`config.mk`:
```
export PLATFORM = sky130hd
export DESIGN_NAME = opcode_decode_6502_flat
export DESIGN_NICKNAME = d
export VERILOG_FILES = /design/src/rtl/cpu6502_pkg.sv /design/src/rtl/opcode_decode_6502_if.sv /design/src/rtl/opcode_class_6502.sv /design/src/rtl/opcode_decode_6502.sv /design/src/flat_wrapper.sv
export SDC_FILE = /design/constraint.sdc
export NUM_CORES = 1
export LEC_CHECK = 0
export BUFFER_PORTS_ARGS = -buffer_cell sky130_fd_sc_hd__buf_2
export CELL_PAD_IN_SITES_DETAIL_PLACEMENT = 0
export CELL_PAD_IN_SITES_GLOBAL_PLACEMENT = 1
export CORE_UTILIZATION = 43
export CTS_CLUSTER_SIZE = 16
export DETAILED_ROUTE_END_ITERATION = 12
export MAX_ROUTING_LAYER = met4
export PLACE_DENSITY_LB_ADDON = 0.08
export SYNTH_ARGS = -nofsm -noshare
export SYNTH_HDL_FRONTEND = slang
export SYNTH_SLANG_ARGS = --single-unit
```
`constraint.sdc`:
```
create_clock -name clk -period 5.45 [get_ports clk]
set_input_delay 0.2725 -clock clk [delete_from_list [all_inputs] [get_ports clk]]
set_output_delay 0.2725 -clock clk [all_outputs]
set_load 0.1 [all_outputs]
```
`src/rtl/cpu6502_pkg.sv`:
```
// cpu6502_pkg: shared addressing-mode enum, length constants and decode state type.
package cpu6502_pkg;
  localparam int ADDR_W_DEF = 16;
  typedef enum logic [3:0] {
    M_IMP = 4'd0, M_ACC, M_IMM, M_ZP, M_ZPX, M_ZPY, M_REL,
    M_ABS, M_ABSX, M_ABSY, M_IND, M_INDX, M_INDY
  } mode_e;
  localparam logic [1:0] LEN1 = 2'd1, LEN2 = 2'd2, LEN3 = 2'd3;
  typedef enum logic [1:0] {S_OP, S_LO, S_HI} dec_state_e;
  function automatic logic [1:0] mode_len(input mode_e m);
    return (m == M_IMP || m == M_ACC) ? LEN1 :
           (m inside {M_ABS, M_ABSX, M_ABSY, M_IND}) ? LEN3 : LEN2;
  endfunction
endpackage

```
`src/rtl/opcode_decode_6502_if.sv`:
```
// opcode_decode_6502_if: fetch-byte input and assembled-instruction output bundle.
interface opcode_decode_6502_if import cpu6502_pkg::*; #(parameter int ADDR_W = ADDR_W_DEF);
  logic flush, in_valid, in_ready, out_valid, out_ready, out_illegal;
  logic [7:0] in_byte, out_opcode;
  logic [ADDR_W-1:0] in_addr, out_pc, out_next_pc;
  logic [15:0] out_operand;
  mode_e out_mode;
  logic [1:0] out_len;
  modport master (
    output flush, in_valid, in_byte, in_addr, out_ready,
    input in_ready, out_valid, out_opcode, out_operand, out_mode, out_len, out_pc, out_next_pc, out_illegal
  );
  modport slave (
    input flush, in_valid, in_byte, in_addr, out_ready,
    output in_ready, out_valid, out_opcode, out_operand, out_mode, out_len, out_pc, out_next_pc, out_illegal
  );
endinterface

```
`src/rtl/opcode_class_6502.sv`:
```
// opcode_class_6502: combinational opcode -> {mode, len, illegal} lookup over the documented 6502 matrix.
module opcode_class_6502 import cpu6502_pkg::*; (
  input  logic [7:0] opcode,
  output mode_e      mode,
  output logic [1:0] len,
  output logic       illegal
);
  always_comb begin
    mode = M_IMP;
    illegal = 1'b0;
    case (opcode)
      8'h00, 8'h08, 8'h18, 8'h28, 8'h38, 8'h40, 8'h48, 8'h58, 8'h60, 8'h68, 8'h78, 8'h88, 8'h8A,
      8'h98, 8'h9A, 8'hA8, 8'hAA, 8'hB8, 8'hBA, 8'hC8, 8'hCA, 8'hD8, 8'hE8, 8'hEA, 8'hF8: mode = M_IMP;
      8'h0A, 8'h2A, 8'h4A, 8'h6A: mode = M_ACC;
      8'h09, 8'h29, 8'h49, 8'h69, 8'hA0, 8'hA2, 8'hA9, 8'hC0, 8'hC9, 8'hE0, 8'hE9: mode = M_IMM;
      8'h05, 8'h06, 8'h24, 8'h25, 8'h26, 8'h45, 8'h46, 8'h65, 8'h66, 8'h84, 8'h85, 8'h86,
      8'hA4, 8'hA5, 8'hA6, 8'hC4, 8'hC5, 8'hC6, 8'hE4, 8'hE5, 8'hE6: mode = M_ZP;
      8'h15, 8'h16, 8'h35, 8'h36, 8'h55, 8'h56, 8'h75, 8'h76, 8'h94, 8'h95, 8'hB4, 8'hB5,
      8'hD5, 8'hD6, 8'hF5, 8'hF6: mode = M_ZPX;
      8'h96, 8'hB6: mode = M_ZPY;
      8'h10, 8'h30, 8'h50, 8'h70, 8'h90, 8'hB0, 8'hD0, 8'hF0: mode = M_REL;
      8'h0D, 8'h0E, 8'h20, 8'h2C, 8'h2D, 8'h2E, 8'h4C, 8'h4D, 8'h4E, 8'h6D, 8'h6E, 8'h8C,
      8'h8D, 8'h8E, 8'hAC, 8'hAD, 8'hAE, 8'hCC, 8'hCD, 8'hCE, 8'hEC, 8'hED, 8'hEE: mode = M_ABS;
      8'h1D, 8'h1E, 8'h3D, 8'h3E, 8'h5D, 8'h5E, 8'h7D, 8'h7E, 8'h9D, 8'hBC, 8'hBD, 8'hDD,
      8'hDE, 8'hFD, 8'hFE: mode = M_ABSX;
      8'h19, 8'h39, 8'h59, 8'h79, 8'h99, 8'hB9, 8'hBE, 8'hD9, 8'hF9: mode = M_ABSY;
      8'h6C: mode = M_IND;
      8'h01, 8'h21, 8'h41, 8'h61, 8'h81, 8'hA1, 8'hC1, 8'hE1: mode = M_INDX;
      8'h11, 8'h31, 8'h51, 8'h71, 8'h91, 8'hB1, 8'hD1, 8'hF1: mode = M_INDY;
      default: illegal = 1'b1;
    endcase
  end
  assign len = mode_len(mode);
endmodule

```
`src/rtl/opcode_decode_6502.sv`:
```
// opcode_decode_6502: collects opcode + operand bytes from fetch and presents one
// assembled instruction per handshake; a non-contiguous operand byte restarts as an opcode.
module opcode_decode_6502 import cpu6502_pkg::*; #(parameter int ADDR_W = ADDR_W_DEF) (
  input logic clk,
  input logic rst_n,
  opcode_decode_6502_if.slave bus
);
  dec_state_e state, state_nx;
  logic [7:0] op_q, lo_q, ld_op;
  logic [ADDR_W-1:0] pc_q, last_addr, addr_inc, ld_pc;
  mode_e mode_q, c_mode, ld_mode;
  logic [1:0] len_q, c_len, ld_len;
  logic ill_q, c_ill, ld_ill, accept, as_op, load;
  logic [15:0] ld_operand;
  opcode_class_6502 u_class (.opcode(bus.in_byte), .mode(c_mode), .len(c_len), .illegal(c_ill));
  assign bus.in_ready = rst_n & ~bus.flush & (~bus.out_valid | bus.out_ready);
  assign accept = bus.in_valid & bus.in_ready;
  assign addr_inc = last_addr + 1'b1;
  // A gap in the address stream means a redirect happened upstream: treat the byte as a fresh opcode.
  assign as_op = state == S_OP || bus.in_addr != addr_inc;
  always_comb begin
    state_nx = state;
    if (bus.flush) state_nx = S_OP;
    else if (accept) state_nx = as_op ? (c_len == LEN1 ? S_OP : S_LO) :
                                (state == S_LO && len_q == LEN3) ? S_HI : S_OP;
    load = accept & (as_op ? c_len == LEN1 : (state == S_HI || len_q == LEN2));
    ld_op = as_op ? bus.in_byte : op_q;
    ld_mode = as_op ? c_mode : mode_q;
    ld_len = as_op ? c_len : len_q;
    ld_pc = as_op ? bus.in_addr : pc_q;
    ld_ill = as_op ? c_ill : ill_q;
    ld_operand = as_op ? 16'h0000 : state == S_HI ? {bus.in_byte, lo_q} : {8'h00, bus.in_byte};
  end
  always_ff @(posedge clk) state <= !rst_n ? S_OP : state_nx;
  always_ff @(posedge clk) begin
    if (!rst_n) begin
      op_q <= '0;
      lo_q <= '0;
      pc_q <= '0;
      last_addr <= '0;
      mode_q <= M_IMP;
      len_q <= '0;
      ill_q <= 1'b0;
    end else if (accept) begin
      last_addr <= bus.in_addr;
      if (as_op) begin
        op_q <= bus.in_byte;
        pc_q <= bus.in_addr;
        mode_q <= c_mode;
        len_q <= c_len;
        ill_q <= c_ill;
      end else if (state == S_LO) lo_q <= bus.in_byte;
    end
  end
  always_ff @(posedge clk) begin
    if (!rst_n) begin
      bus.out_valid <= 1'b0;
      bus.out_opcode <= '0;
      bus.out_operand <= '0;
      bus.out_mode <= M_IMP;
      bus.out_len <= '0;
      bus.out_pc <= '0;
      bus.out_next_pc <= '0;
      bus.out_illegal <= 1'b0;
    end else if (bus.flush) bus.out_valid <= 1'b0;
    else if (load) begin
      bus.out_valid <= 1'b1;
      bus.out_opcode <= ld_op;
      bus.out_operand <= ld_operand;
      bus.out_mode <= ld_mode;
      bus.out_len <= ld_len;
      bus.out_pc <= ld_pc;
      bus.out_next_pc <= ld_pc + ADDR_W'(ld_len);
      bus.out_illegal <= ld_ill;
    end else if (bus.out_ready) bus.out_valid <= 1'b0;
  end
endmodule

```
`src/flat_wrapper.sv`:
```
// flat-port wrapper written by rule: the top's interface ports become plain ports
module opcode_decode_6502_flat import cpu6502_pkg::*;
#(parameter int ADDR_W = ADDR_W_DEF)
  (clk, rst_n, bus_flush, bus_in_valid, bus_in_byte, bus_in_addr, bus_out_ready, bus_in_ready, bus_out_valid, bus_out_opcode, bus_out_operand, bus_out_mode, bus_out_len, bus_out_pc, bus_out_next_pc, bus_out_illegal);
  opcode_decode_6502_if #(.ADDR_W(ADDR_W)) bus_i ();
  input logic clk;
  input logic rst_n;
  input wire logic [$bits(bus_i.flush)-1:0] bus_flush;
  input wire logic [$bits(bus_i.in_valid)-1:0] bus_in_valid;
  input wire logic [$bits(bus_i.in_byte)-1:0] bus_in_byte;
  input wire logic [$bits(bus_i.in_addr)-1:0] bus_in_addr;
  input wire logic [$bits(bus_i.out_ready)-1:0] bus_out_ready;
  output wire logic [$bits(bus_i.in_ready)-1:0] bus_in_ready;
  output wire logic [$bits(bus_i.out_valid)-1:0] bus_out_valid;
  output wire logic [$bits(bus_i.out_opcode)-1:0] bus_out_opcode;
  output wire logic [$bits(bus_i.out_operand)-1:0] bus_out_operand;
  output wire logic [$bits(bus_i.out_mode)-1:0] bus_out_mode;
  output wire logic [$bits(bus_i.out_len)-1:0] bus_out_len;
  output wire logic [$bits(bus_i.out_pc)-1:0] bus_out_pc;
  output wire logic [$bits(bus_i.out_next_pc)-1:0] bus_out_next_pc;
  output wire logic [$bits(bus_i.out_illegal)-1:0] bus_out_illegal;
  assign bus_i.flush = bus_flush;
  assign bus_i.in_valid = bus_in_valid;
  assign bus_i.in_byte = bus_in_byte;
  assign bus_i.in_addr = bus_in_addr;
  assign bus_i.out_ready = bus_out_ready;
  assign bus_in_ready = bus_i.in_ready;
  assign bus_out_valid = bus_i.out_valid;
  assign bus_out_opcode = bus_i.out_opcode;
  assign bus_out_operand = bus_i.out_operand;
  assign bus_out_mode = bus_i.out_mode;
  assign bus_out_len = bus_i.out_len;
  assign bus_out_pc = bus_i.out_pc;
  assign bus_out_next_pc = bus_i.out_next_pc;
  assign bus_out_illegal = bus_i.out_illegal;
  opcode_decode_6502 #(.ADDR_W(ADDR_W)) u_core (.clk(clk), .rst_n(rst_n), .bus(bus_i));
endmodule
```
== Yosys cells after proc, flatten, opt, wreduce, memory -nomap -nowiden ==
Index checks and enable logic that the tools add are counted.

* Flip-flop bits (word level): 121
* Input bits: 29
* Output and inout port bits: 65

* $add $sub $neg: 2
* Equality and inequality tests: 161
* Multiplexer cells: 17
* Bitwise gates (word level): 9
* Reductions and logical operators: 24

{| class="wikitable"
|+ Operators by type and width
! cell !! number
|-
| 8-bit equality test, second input constant || 79
|-
| 8-bit by 7-bit equality test with 1-bit output, second input constant || 36
|-
| 8-bit by 6-bit equality test with 1-bit output, second input constant || 19
|-
| 151-bit OR reduction || 1
|-
| 8-bit by 5-bit equality test with 1-bit output, second input constant || 8
|-
| 16-bit two-way mux || 3
|-
| 4-bit one-hot mux with 12 select lines || 1
|-
| 8-bit by 4-bit equality test with 1-bit output, second input constant || 5
|-
| 8-bit OR reduction || 3
|-
| 23-bit OR reduction || 1
|-
| 21-bit OR reduction || 1
|-
| 16-bit by 1-bit adder with 16-bit output, second input constant || 1
|-
| 16-bit by 2-bit adder with 16-bit output || 1
|-
| 8-bit by 3-bit equality test with 1-bit output, second input constant || 2
|-
| 16-bit inequality test || 1
|-
| 16-bit OR reduction || 1
|-
| 15-bit OR reduction || 1
|-
| 4-bit equality test, second input constant || 3
|-
| 11-bit OR reduction || 1
|-
| 9-bit OR reduction || 1
|-
| 8-bit by 1-bit equality test with 1-bit output, second input constant || 1
|-
| 8-bit logical NOT || 1
|-
| 2-bit two-way mux || 4
|-
| 8-bit two-way mux || 1
|-
| other kinds (19) || 37
|}

== Longest topological paths before layout ==
Gate-level depths: netlist (run 1).

* Depth in word-level cells: 11
* Depth in mapped cells: 20
* Gate-level depth less buffers: 18

== Modules after synthesis ==
Synthesis (run 1) repeated with hierarchy kept, for this count alone.

* Cells, all modules: 890
* Area total of the unflattened synthesis: 7,113.1 um^2

{| class="wikitable"
|+ Modules (own cells, without submodules)
! module !! instances !! cells each !! area each (um^2)
|-
| opcode_decode_6502 || 1 || 720 || 6,050.8
|-
| opcode_class_6502 || 1 || 170 || 1,062.3
|}

== Worst setup path before layout (run 1) ==
No wires, ideal clock.

* Path type: register -> register
* Start: reg u_core.last_addr[0]
* End: reg u_core.bus.out_next_pc[8]
* Arrival: 3.907 ns
* Data required time: 5.379 ns
* Setup slack: 1.472 ns
* Stages on the path, launching flop included: 18
* Path buffers: 1
* Period minus slack after synthesis: 3.978 ns
* Cell sequence: dfxtp_1 -> ha_1 -> nor2b_1 -> or3_1 -> a311oi_1 -> and4_1 -> nand3_4 -> buf_4 -> mux2i_1 -> ha_1 -> inv_1 -> fa_1 -> nor3b_1 -> nand4_1 -> xor2_1 -> mux2i_1 -> nand3_1 -> a21oi_1

* Elaborated cells on any way between the ends: 9
* Those cells by class: 2 x add/sub; 1 x eq/ne; 3 x mux; 1 x bitwise; 2 x reduce/logical

{| class="wikitable"
|+ RTL lines
! what !! RTL line !! text
|-
| start, declared || opcode_decode_6502.sv:10 || <nowiki>logic [ADDR_W-1:0] pc_q, last_addr, addr_inc, ld_pc;</nowiki>
|-
| start signal, assigned || opcode_decode_6502.sv:45 || <nowiki>last_addr <= bus.in_addr;</nowiki>
|-
| 16-bit by 1-bit adder with 16-bit output || opcode_decode_6502.sv:18 || <nowiki>assign addr_inc = last_addr + 1'b1;</nowiki>
|-
| 16-bit inequality test || opcode_decode_6502.sv:20 || <nowiki>assign as_op = state == S_OP || bus.in_addr != addr_inc;</nowiki>
|-
| 1-bit logical OR || opcode_decode_6502.sv:20 ||
|-
| 2-bit two-way mux || opcode_decode_6502.sv:29 || <nowiki>ld_len = as_op ? c_len : len_q;</nowiki>
|-
| net u_core.ld_len[0] || opcode_decode_6502.sv:12 || <nowiki>logic [1:0] len_q, c_len, ld_len;</nowiki>
|-
| 16-bit by 2-bit adder with 16-bit output || opcode_decode_6502.sv:73 || <nowiki>bus.out_next_pc <= ld_pc + ADDR_W'(ld_len);</nowiki>
|-
| end signal, assigned || opcode_decode_6502.sv:73 ||
|-
| end, declared || opcode_decode_6502_if.sv:15 || <nowiki>output in_ready, out_valid, out_opcode, out_operand, out_mode, out_len, out_pc, out_next_pc, out_illegal</nowiki>
|}

The timed path passes the listed nets, and every way through them passes these cells.
A chain may end at the register's enable or synchronous reset.

== Worst setup path in the final report (run 1) ==
* Start: reg u_core.last_addr[0]
* End: reg u_core.bus.out_next_pc[13]

The elaborated chain is that of the path after synthesis.

==> results of run 1 <==
[stage by stage]
step                      setup WS, ps  cells    util  instance area [µm²]
after global placement           861.1   1095  0.4725                 7236
after detailed placement         841.3   1095  0.4725                 7236
final                            767.6   1127  0.5094                 7801
after floorplan                   1472    864       -                 6788
after global routing             435.5   1127  0.5094                 7801
after CTS                        796.8   1127  0.5094                 7801
[critical path, stage by stage, from the launching register on]
cell and delay (ps):
dfxtp_1 380, ha_1 300, nor2b_1 170, or3_1 340
a311oi_1 280, and4_1 280, nand3_4 290, o21a_1 230
a21oi_1 410, inv_1 100, ha_1 300, a21o_1 180
nand2b_1 180, or2_2 370, nor2_1 140, xnor2_1 70
mux2i_1 280, nand3_1 130, a21oi_1 140
[metal layers]
metal / up-vias / routed length (µm) / track usage
li1: 3127 / - / -
met1: 3067 / 9214 / 0.3292
met2: 143 / 10480 / 0.4590
met3: 25 / 773 / 0.04648
met4: 0 / 382 / 0.09204
met5: - / 0 / -
[area by class of cell]
| class | count | area, µm² | area share |
|---|---|---|---|
| Clock buffer | 17 | 425.4 | 0.05453 |
| Clock inverter | 15 | 140.1 | 0.01796 |
| Inverter | 19 | 72.57 | 0.009302 |
| Multi-Input combinational cell | 639 | 3921 | 0.5026 |
| Sequential cell | 121 | 2422 | 0.3105 |
| Tap cell | 211 | 264.0 | 0.03384 |
| Timing Repair Buffer | 105 | 555.5 | 0.07121 |
[cells by family after synthesis]
logic type,Yosys count
AND/OR/NAND/NOR,316
AO/OA/AOI/OAI,229
flip-flops,121
buffers and inverters,104
XOR/XNOR,44
multiplexers,44
adder cells (fa/ha/maj),6
[path summary, 6_finish.rpt]
kind | startpoint | to | slack (ps) | cells past startpoint
worst max-delay path | u_core.last_addr[0] | u_core.bus.out_next_pc[13] | 770 | 18
worst min register to register | u_core.op_q[0] | u_core.op_q[0] | 460 | 2
worst min-delay path | bus_in_addr[1] | u_core.last_addr[1] | 140 | 3
worst max register to register | u_core.last_addr[0] | u_core.bus.out_next_pc[13] | 770 | 18
[sequential cells by signal (all words and copies together), names as in the netlist, 2 cells and up]
signal                  flops
u_core.bus.out_len          2
u_core.lo_q                 8
u_core.bus.out_operand     16
u_core.pc_q                16
u_core.bus.out_mode         4
u_core.mode_q               4
u_core.bus.out_pc          16
u_core.bus.out_opcode       8
u_core.bus.out_next_pc     16
u_core.state                2
u_core.op_q                 8
u_core.last_addr           16
u_core.len_q                2
[cell usage in the layout, fill, tap and decap left out, drive strengths merged, types with 4 or more instances in the layout]
cell type    n
nand2      147
dfxtp      121
a21oi      111
buf        105
o21ai       47
nor2        44
nand3       41
mux2i       37
xnor2       26
inv         24
nand4       21
a211oi      20
xor2        18
clkbuf      17
a311oi      15
nor2b       11
nor3         9
and4         7
mux2         7
nand2b       6
or3          6
nor4         6
clkinv       6
a31oi        5
o211ai       5
nor3b        4
[power groups by stage]
stage / Combinational, W / Sequential, W / Clock, W
global route: 0.000438 / 0.000940 / 0.00114
CTS: 0.000409 / 0.000936 / 0.00111
global placement: 0.000406 / 0.000955 / 0
detailed placement: 0.000409 / 0.000956 / 0
finish: 0.000408 / 0.000937 / 0.00109
floorplan: 0.000210 / 0.00106 / 0
==> metrics.txt, run 1 <==
First-pass DRT Iterations 5; top-count cell post-synth nand2_1; CP Capture Type flip-flop; Synth area leader dfxtp_1; first-pass GRT wire length around 33 mm; row count between 40 and 50; CTS sink count 121; Mapped Area 0.006788 mm²; highest clock rate 213.6 MHz; status complete, no violations; post-synthesis compound-gate area fraction 0.2116; Post-Syn Area per Cell 7.856 µm²; Seq pwr share 0.385; mux cell area share after synthesis 0.06986; leak pwr 2.984 nW; Clock Power Share 0.447; setup_tns 0 ps; CTS clock-pin slew for the worst setup and hold paths 60 ps; Post-Synthesis Cells 864; gr ovfl total 0; # diodes 0; # fillers 1576; clock skew 11.00 ps; share of layout cells above drive strength 1 0.1867; maximum vdd drop 207.8 µV; total power 0.002431 W; period utilization 0.8592; Post-synth EDFFs 0; class of the most critical setup path reg2reg; post-synthesis register bit count 121; # resized after CTS 0; initial DRC count 375; die height 127.6 µm; CTS tree built; P&R area growth vs syn 14.93%; CTS Buf Count 17; Mapped Nets 897; Die Wd approximately 130 µm; GRT Util Overall 0.2723; final antenna-violating net count 0; post-synth top area share 0.3569; Hold Path Class in2reg; Post-synth top cells 147 x nand2_1, 121 x dfxtp_1, 111 x a21oi_1; simple-gate share of the synthesized area 0.2253; clock period minus worst slack ~4700 ps; Synth Area in Adders 0.01143; Placer Congestion 0.8925; initial antenna violation count 0; yosys warns 0; Initial Utilization 0.4432; Ports 94; Net Sw Power 0.0007849 W; Switching Share 0.3229; Die Area 0.01629 mm²; Final setup viols 0; Routed WL 20.85 mm; CP Max Fanout 21; critical path arrival just over 5000 ps; hold_buf cts 0; clk_lat worst skew 420 ps; DP HPWL 14.21 mm; Synth Flop Type dfxtp_1; Crit path required time 5790 ps; Hold WS 140.3 ps; Slew HR 0.3589; Post-CTS Setup Inserts 0; core area 0.01531 mm²; total vias in the final route 6362; Post-synth ARST share 0; crit start category flip-flop; largest net degree at the start of global routing ~80; nets between 900 and 1000; Port Buffer Count 93; RSZ-0062 raised after global routing false; DR WL/cell around 18 µm; vias in the first global route approximately 6100; fin. max-slew vios 0; worst-margin pin slew 961.6 ps; Max-Cap Viols 0; Clock Root Buffer clkbuf_16; Final Hold Vio Count 0; PD cells 311.6 mW/mm²; Residual DRC 0; main area contributors after synthesis dfxtp_1 36%, a21oi_1 8.2%, nand2_1 8.1%; post-synthesis cell type count 67; post-synthesis sequential area ratio 0.3569; Logic pwr share 0.168; Post-Synth XOR/XNOR Area 0.05677; H-tree levels 4; vias per cell 5.645; largest family of logic cells by synthesized area simple AND/OR/NAND/NOR gates; internal power 0.001646 W; Max Root-Sink Buffers 2
No activity file was read; power rests on OpenSTA's default activity.
==> run 2: changes to the inputs <==
- CORE_UTILIZATION: 43 -> 30
==> run 2 against run 1 <==
Wire length is 13% higher. Critical path depth is 2 lower. Sequential power hardly changed. Clock skew is 0.63 ps lower. Non-clock buffer count is 2 higher. Power is 3.2% higher. Sequential share of layout area is 0.51 points lower. The run now ends with design-rule violations left. Setup slack better by 45 ps. Largest power group unchanged. Largest cell class unchanged. Maximum frequency is 0.98% higher.
==> metrics.txt, run 2 (synthesized netlist as in run 1, its figures left out) <==
Hold Path Depth 3; total vias in the final route 6409; DP Area 0.007337 mm²; die height 152.4 µm; Die Wd 152.4 µm; Initial Utilization 0.3082; sequential cell area 0.002422 mm²; maximum vdd drop 178.5 µV; CP Capture Type flip-flop; worst reg2reg path endpoint u_core.bus.out_next_pc[8]; Clock Root Buffer clkbuf_16; crit-path leading delay family simple AND/OR/NAND/NOR gates; dpl cells 1166; Post-CTS Setup Inserts 0; CTS tree built; CP Depth 16; vias in the first global route 6446; CP max stage cell nor3b_1; Placer Congestion 0.9033; violated checks design-rule violations; CTS clock-pin slew for the worst setup and hold paths 70 ps; Final Hold Vio Count 0; clock period minus worst slack roughly 4600 ps; CP bufs+invs 1; GRT Util Overall 0.2124; leak pwr 3.007 nW; fin. max-slew vios 0; clk_lat worst skew 420 ps; period utilization 0.8508; status complete, but fails checks; # fillers 2335; CTS sink count 121; R2R cell count 16; area of the multi-input gates 0.003921 mm²; class of the most critical setup path reg2reg; share of layout cells above drive strength 1 0.1885; CP Max Fanout 15; Routed WL roughly 24 mm; CTS Buf Count 17; First-pass DRT Iterations 11; vias per cell 5.350; Slew HR 0.2224; Final setup viols 0; Port Buffer Count 93; most frequent cells in the layout 147 x nand2_1, 121 x dfxtp_1, 111 x a21oi_1; worst-margin pin slew between 1000 and 1500 ps; Critical Path Max Stage Delay 550 ps; final antenna-violating net count 0; nets 938; fin area 0.007931 mm²; Residual DRC 1; Max Root-Sink Buffers 2; Ports 94; hold_sp bus_in_addr[1]; Critical path origin u_core.last_addr[0]; crit path cell chain ha_1 > nor2b_1 > or3_1 > a311oi_1 > and4_1 > nand3_4 > mux2i_1 > ha_1 > inv_1 > fa_1 > nor3b_1 > nand4_1 > xor2_1 > mux2i_1 > nand3_1 > a21oi_1; Crit path required time 5790 ps; # diodes 0; FF-to-FF setup slack slightly above 800 ps; highest clock rate 215.7 MHz; Hold WS 136.8 ps; DR WL/cell roughly 20 µm; final non-filler cell total 1198; first-pass GRT wire length 37.37 mm; worst r2r src u_core.last_addr[0]; DP HPWL 16.34 mm; RSZ-0062 raised after global routing false; setup_tns 0 ps; # resized after CTS 0; critical path arrival between 4000 and 5000 ps; hold_buf cts 0; Die Area approximately 0.023 mm²; end point of the critical path u_core.bus.out_next_pc[8]; P&R area growth vs syn 16.85%; row count 54; gr ovfl total 0; Max-Cap Viols 0; core area 0.02203 mm²; Hold Path Class in2reg; commonest non-fill, non-tap cell in the layout nand2_1; crit start category flip-flop; initial antenna violation count 0; PD cells 316.3 mW/mm²; H-tree levels 4; initial DRC count 328; largest net degree at the start of global routing 99; clock skew 10.36 ps
-- run 2: area by class of cell --
cell class | instances | share of cell area
well taps | 280 | 0.04417
inverters | 19 | 0.009150
flip-flops and latches | 121 | 0.3054
repair buffers | 107 | 0.07194
clock buffers | 19 | 0.05711
clock inverters | 13 | 0.01783
multi-input cells | 639 | 0.4944
-- run 2: worst min-delay path, cell delays in order --
cell and delay [ps]:
buf_2 130, nand2_1 60, a21oi_1 50
-- run 2: through the flow --
stage / util / power (W) / setup slack (ps)
global route: 0.3601 / 0.002613 / 457.9
global placement: 0.3331 / 0.001374 / 822.7
CTS: 0.3601 / 0.002536 / 811.4
detailed placement: 0.3331 / 0.001375 / 823.6
finish: 0.3601 / 0.002509 / 813.0
floorplan: - / 0.001268 / 1472
-- run 2: worst min-delay path by stage --
stage	slack, ps	to
finish	140	u_core.last_addr[1]
global route	130	u_core.last_addr[1]
CTS	120	u_core.last_addr[1]
detailed placement	450	u_core.op_q[3]
global placement	440	u_core.op_q[6]
floorplan	410	u_core.last_addr[15]
-- run 2: report_power, final --
part / internal, W / total, W / switching (W)
sequential: 0.000913 / 0.000938 / 0.0000255
clock: 0.000701 / 0.00115 / 0.000453
combinational: 0.0000999 / 0.000417 / 0.000317
-- run 2: layer usage --
metal,share of wire,wire (µm),GRT usage,vias up
met1,0.45,10650,0.2575,3134
met5,0,0,-,-
li1,-,-,-,3122
met4,0.015,357,0.06301,0
met3,0.029,685,0.03470,24
met2,0.50,11830,0.3614,129
